File: src/rtl/isr_sequencer.sv
// isr_sequencer: interrupt entry/exit sequencer for a small CPU core.
// On entry it pushes the return PC (low byte, then high byte) onto a stack RAM
// and loads the vector. On RETI it pops the PC back and clears the in-service
// flag. The stack pointer is an 8-bit register that wraps modulo 256.
// Optional build macro: ISR_NEST_EN allows INT0 to preempt an INT1 handler,
// giving two-level nesting. Without it, any in-service flag blocks all requests.
//
// state   | meaning
// IDLE    | waiting for an instruction boundary request or a RETI
// PUSH_L  | write pc_ret[7:0] at SP+1
// PUSH_H  | write pc_ret[15:8] at SP+1
// VECTOR  | load the vector PC, acknowledge, set in-service flag
// POP_H   | read the high return byte at SP
// POP_L   | capture the high byte, read the low return byte at SP
// RESTORE | load the return PC, clear the highest-priority in-service flag
module isr_sequencer (
  input  logic        clk,
  input  logic        rst_n,
  input  logic [1:0]  irq_req,
  input  logic        instr_done,
  input  logic        reti,
  input  logic [15:0] pc_in,
  input  logic [7:0]  stk_dout,
  output logic        stk_we,
  output logic        stk_re,
  output logic [7:0]  stk_addr,
  output logic [7:0]  stk_din,
  output logic        pc_load,
  output logic [15:0] pc_next,
  output logic [1:0]  int_ack,
  output logic [1:0]  in_service,
  output logic        cpu_hold
);

  localparam logic [2:0] S_IDLE    = 3'd0;
  localparam logic [2:0] S_PUSH_L  = 3'd1;
  localparam logic [2:0] S_PUSH_H  = 3'd2;
  localparam logic [2:0] S_VECTOR  = 3'd3;
  localparam logic [2:0] S_POP_H   = 3'd4;
  localparam logic [2:0] S_POP_L   = 3'd5;
  localparam logic [2:0] S_RESTORE = 3'd6;

  localparam logic [1:0]  SRC_INT0 = 2'b10;
  localparam logic [1:0]  SRC_INT1 = 2'b01;
  localparam logic [15:0] VEC_INT0 = 16'h0003;
  localparam logic [15:0] VEC_INT1 = 16'h0013;

  logic [2:0]  state;
  logic [2:0]  state_nxt;
  logic [7:0]  sp;
  logic [15:0] pc_ret;
  logic [7:0]  ret_hi;
  logic [1:0]  src;

  logic elig0;
  logic elig1;
  logic take0;
  logic take1;
  logic go_push;
  logic go_pop;

`ifdef ISR_NEST_EN
  // INT0 may preempt a running INT1 handler
  assign elig0 = (in_service == 2'b00) || (in_service == 2'b01);
`else
  assign elig0 = (in_service == 2'b00);
`endif
  assign elig1 = (in_service == 2'b00);

  // INT0 wins when both lines are raised
  assign take0   = irq_req[1] & elig0;
  assign take1   = irq_req[0] & elig1 & ~take0;
  assign go_pop  = reti & (in_service != 2'b00);
  // reti blocks entry even when it is itself ignored
  assign go_push = instr_done & ~reti & (take0 | take1);

  // Next-state selection; inputs are only looked at in IDLE
  always_comb begin
    state_nxt = state;
    case (state)
      S_IDLE: begin
        if (go_pop)       state_nxt = S_POP_H;
        else if (go_push) state_nxt = S_PUSH_L;
      end
      S_PUSH_L:  state_nxt = S_PUSH_H;
      S_PUSH_H:  state_nxt = S_VECTOR;
      S_VECTOR:  state_nxt = S_IDLE;
      S_POP_H:   state_nxt = S_POP_L;
      S_POP_L:   state_nxt = S_RESTORE;
      S_RESTORE: state_nxt = S_IDLE;
      default:   state_nxt = S_IDLE;
    endcase
  end

  // Output decode from the current state only, so reset forces everything low
  always_comb begin
    stk_we   = 1'b0;
    stk_re   = 1'b0;
    stk_addr = 8'h00;
    stk_din  = 8'h00;
    pc_load  = 1'b0;
    pc_next  = 16'h0000;
    int_ack  = 2'b00;
    case (state)
      S_PUSH_L: begin
        stk_we   = 1'b1;
        stk_addr = sp + 8'd1;
        stk_din  = pc_ret[7:0];
      end
      S_PUSH_H: begin
        stk_we   = 1'b1;
        stk_addr = sp + 8'd1;
        stk_din  = pc_ret[15:8];
      end
      S_VECTOR: begin
        pc_load = 1'b1;
        int_ack = src;
        pc_next = src[1] ? VEC_INT0 : VEC_INT1;
      end
      S_POP_H: begin
        stk_re   = 1'b1;
        stk_addr = sp;
      end
      S_POP_L: begin
        stk_re   = 1'b1;
        stk_addr = sp;
      end
      S_RESTORE: begin
        pc_load = 1'b1;
        pc_next = {ret_hi, stk_dout};
      end
      default: ;
    endcase
  end

  assign cpu_hold = (state != S_IDLE);

  // State, stack pointer, latched source/return address and in-service flags
  always_ff @(posedge clk or negedge rst_n) begin
    if (!rst_n) begin
      state      <= S_IDLE;
      sp         <= 8'h07;
      in_service <= 2'b00;
      pc_ret     <= 16'h0000;
      ret_hi     <= 8'h00;
      src        <= 2'b00;
    end else begin
      state <= state_nxt;
      case (state)
        S_IDLE: begin
          if (!go_pop && go_push) begin
            src    <= take0 ? SRC_INT0 : SRC_INT1;
            pc_ret <= pc_in;
          end
        end
        S_PUSH_L: sp <= sp + 8'd1;
        S_PUSH_H: sp <= sp + 8'd1;
        S_VECTOR: in_service <= in_service | src;
        S_POP_H:  sp <= sp - 8'd1;
        S_POP_L: begin
          ret_hi <= stk_dout;
          sp     <= sp - 8'd1;
        end
        S_RESTORE: begin
          if (in_service[1]) in_service[1] <= 1'b0;
          else               in_service[0] <= 1'b0;
        end
        default: ;
      endcase
    end
  end

endmodule

File: config.mk
export PLATFORM = sky130hd
export DESIGN_NAME = isr_sequencer
export DESIGN_NICKNAME = d
export VERILOG_FILES = /design/src/rtl/isr_sequencer.sv
export SDC_FILE = /design/constraint.sdc
export NUM_CORES = 1
export LEC_CHECK = 0
export CAP_MARGIN = 30
export CORE_UTILIZATION = 49
export CTS_CLUSTER_SIZE = 30
export DETAILED_ROUTE_END_ITERATION = 12
export PLACE_DENSITY_LB_ADDON = 0.1
export SYNTH_ARGS = -nofsm -noshare
export SYNTH_HDL_FRONTEND = slang
export SYNTH_SLANG_ARGS = --single-unit
File: constraint.sdc
create_clock -name clk -period 4.6 [get_ports clk]
set_clock_uncertainty 0.05 [all_clocks]
set_input_delay 0.92 -clock clk [delete_from_list [all_inputs] [get_ports clk]]
set_output_delay 0.92 -clock clk [all_outputs]
set_load 0.02 [all_outputs]
==> impl_metrics.json <==
{
  "cts-root-buf": "clkbuf_8",
  "grt_pass1_vias": 1621,
  "cp_max_fo": 14,
  "worst_path_largest_cell_delay_ns": 0.62,
  "worstPathArrival_ns": 2.68,
  "vias": 1757,
  "syn_area_um2": 2131,
  "reg2regPathDepth": 4,
  "post-place-ws_ns": 1.286,
  "synthArstFlopShare": 1.000,
  "post_cts_buffers": 0,
  "finalHoldViolCount": 0,
  "final_util": 0.7186,
  "clk_latency_ns": 0.29,
  "wl_met3_um": 291,
  "hpwl_um": 3347,
  "p_leak_nw": 1.262,
  "synthTopCellsByArea": "dfrtp_1 42%, mux2_2 9.0%, and3_1 5.3%, mux2_4 4.9%, dfstp_2 3.7%",
  "ant_nets": 0,
  "cp-start-kind": "flip-flop",
  "startpoint": "state[1]",
  "worst_pin_slew_ns": 0.9577,
  "synthCells": 205,
  "areaGrowthSynthToFinish_pct": 37.82,
  "synth_top_area_frac": 0.4228,
  "top_layer": "met4",
  "r2r_slack_ns": 1.90,
  "routed_wl_um": 4765,
  "die_y_um": 67.95,
  "syn_nets": 237,
  "crit_chain": "xnor2_1 > or2_2 > inv_1 > a41oi_1 > a31oi_1 > clkdlybuf4s50_1",
  "whs_ns": 0.4463,
  "layout-drive-gt1-share": 0.1604,
  "wl_per_cell_um": 14.98,
  "min_period_ns": 3.646,
  "grt_max_degree": 40,
  "combPwrFrac": 0.550,
  "cts_made_buffers": 5,
  "seq_power_share": 0.317,
  "cts_buffer_depth": 2,
  "slowest_stage": "clkdlybuf4s50_1",
  "cellPowerDensity_nw_per_um2": 750.9,
  "diodes": 0,
  "rr_endpoint": "pc_ret[8]",
  "drt-initial-drc-count": 172,
  "gp_congestion": 0.8320,
  "rsz0062_at_grt": "no",
  "antenna_found_initial": 0,
  "maxSlewHeadroom": 0.3595,
  "clock-sinks": 39,
  "dr.pass1.iters": 4,
  "status": "complete, no violations",
  "path_clk_slew_ns": 0.08,
  "grt_pass1_wl_um": 7769,
  "ys_ff_latch": 39,
  "drc": 0,
  "r2r_start": "state[2]",
  "setup_tns_ns": 0,
  "dieArea_um2": 4617,
  "routed_via_density": 5.525,
  "cap_violations": 0,
  "yosysSeqAreaShare": 0.4598,
  "p_switching_w": 0.0008981,
  "dr_wl_met2_um": 2224,
  "overflow": 0,
  "slew_viol_final": 0,
  "ir_drop_mv": 0.3895,
  "cp-end-kind": "output port",
  "die_w_um": 67.95,
  "synth_edf_count": 0,
  "p_sw_frac": 0.4073,
  "worstPathRequired_ns": 3.63,
  "num_rows": 23,
  "wl_met1_um": 2223,
  "yosys.area.top_type": "dfrtp_1",
  "final.setup.worst_slack_ns": 0.9544,
  "ctsResizeCount": 0,
  "yosys_warnings": 0,
  "synth.distinct_cells": 43,
  "endpoint": "stk_addr[6]",
  "period_share": 0.7925,
  "power.internal_w": 0.001307,
  "start_util": 0.5214,
  "pwr-share-clk": 0.133,
  "syn_avg_cell_area_um2": 10.39,
  "ctsHtreeMaxLevel": 2,
  "grt_usage": 0.2280,
  "fmax_ghz": 0.2743,
  "core_area_um2": 4086,
  "cts_hold_buf": 0,
  "portBuffers": 69,
  "setup_viol": 0,
  "path_class": "reg2out",
  "hold_path_class": "reg2reg",
  "nets": 299,
  "ios": 70,
  "cts_tree": "built",
  "synth_ff_type": "dfrtp_1"
}
==> cells in the final DEF, fill, tap and decap left out, drive strengths merged, types with 2 or more instances in the layout <==
cell type / n
a21oi: 8
a22oi: 9
and3: 18
buf: 3
clkbuf: 6
clkdlybuf4s50: 68
dfrtp: 36
dfstp: 3
ha: 2
inv: 6
mux2: 24
mux2i: 3
nand2: 9
nand3: 4
nor2: 17
nor2b: 7
nor3: 3
o21a: 3
o21ai: 9
or3: 2
or4b: 2
xnor2: 6
xor2: 2
==> cell type report <==
| type | count | area (um^2) |
|---|---|---|
| Fill cell | 305 | 1150 |
| Multi-Input combinational cell | 144 | 1054 |
| Sequential cell | 39 | 979.7 |
| Timing Repair Buffer | 71 | 700.7 |
| Clock buffer | 6 | 82.58 |
| Tap cell | 50 | 62.56 |
| Clock inverter | 2 | 35.03 |
| Inverter | 6 | 22.52 |
==> cells by family (layout without fill, tap and decap cells) <==
family | after synthesis | after routing | synth area share
flops | 39 | 39 | 0.4598
buf+inv | 22 | 85 | 0.04580
xor+xnor | 8 | 8 | 0.03288
compound gates | 38 | 38 | 0.1163
fa+ha+maj | 2 | 2 | 0.01174
simple gates | 69 | 69 | 0.1803
mux | 27 | 27 | 0.1533
==> cell usage after synthesis (2+ instances only) <==
cell,number
mux2_2,17
dfrtp_1,36
nor2b_1,7
nor2_1,17
and3_1,18
nand3_1,4
a22oi_1,9
mux2i_1,3
a21oi_1,8
o21a_1,3
buf_2,3
or3_1,2
nor3_1,2
o21ai_0,9
dfstp_2,3
xnor2_1,6
clkbuf_1,12
mux2_4,7
xor2_1,2
ha_1,2
nand2_1,9
inv_1,5
==> how the worst min path moves through the flow <==
stage	startpoint	end	slack, ns	depth (start not counted)
finish	sp[7]	sp[7]	0.45	1
global route	ret_hi[5]	ret_hi[5]	0.47	1
CTS	ret_hi[7]	ret_hi[7]	0.45	1
detailed placement	ret_hi[7]	ret_hi[7]	0.44	1
global placement	ret_hi[2]	ret_hi[2]	0.43	1
floorplan	src[0]	src[0]	0.41	1
==> metal layers <==
metal  global-route usage  up-vias
met5                    0        -
met4              0.07813        0
met3              0.04667        4
met2               0.3456       64
met1               0.3217      838
li1                     -      851
==> worst max-delay path: cells and delay by family, from the launching register on <==
kind / cells / cell delay, ns
simple gates: 1 / 0.39
compound gates: 2 / 0.33
buf+inv: 2 / 0.94
flops: 1 / 0.55
xor+xnor: 1 / 0.19
==> registers in the layout, indices dropped and copies added, names as in the netlist <==
register / flops
in_service: 2
state: 3
src: 2
ret_hi: 8
sp: 8
pc_ret: 16
==> power groups by stage <==
stage          clock (W)  sequential (W)  combinational [W]
4_1_cts         0.000299        0.000695            0.00122
6_report        0.000293        0.000699            0.00121
3_5_place_dp           0        0.000701            0.00121
5_1_grt         0.000317        0.000729            0.00133
2_1_floorplan          0        0.000615           0.000842
3_3_place_gp           0        0.000695            0.00120
==> per-stage QoR <==
| step | instance area (um^2) | instances | power [W] |
|---|---|---|---|
| 3_3_place_gp | 2819 | 310 | 0.001896 |
| 5_1_grt | 2937 | 318 | 0.002371 |
| 2_1_floorplan | 2131 | 205 | 0.001457 |
| 6_report | 2937 | 318 | 0.002205 |
| 4_1_cts | 2937 | 318 | 0.002212 |
| 3_5_place_dp | 2819 | 310 | 0.001911 |
Note: power is estimated with default switching activity, not from simulation.
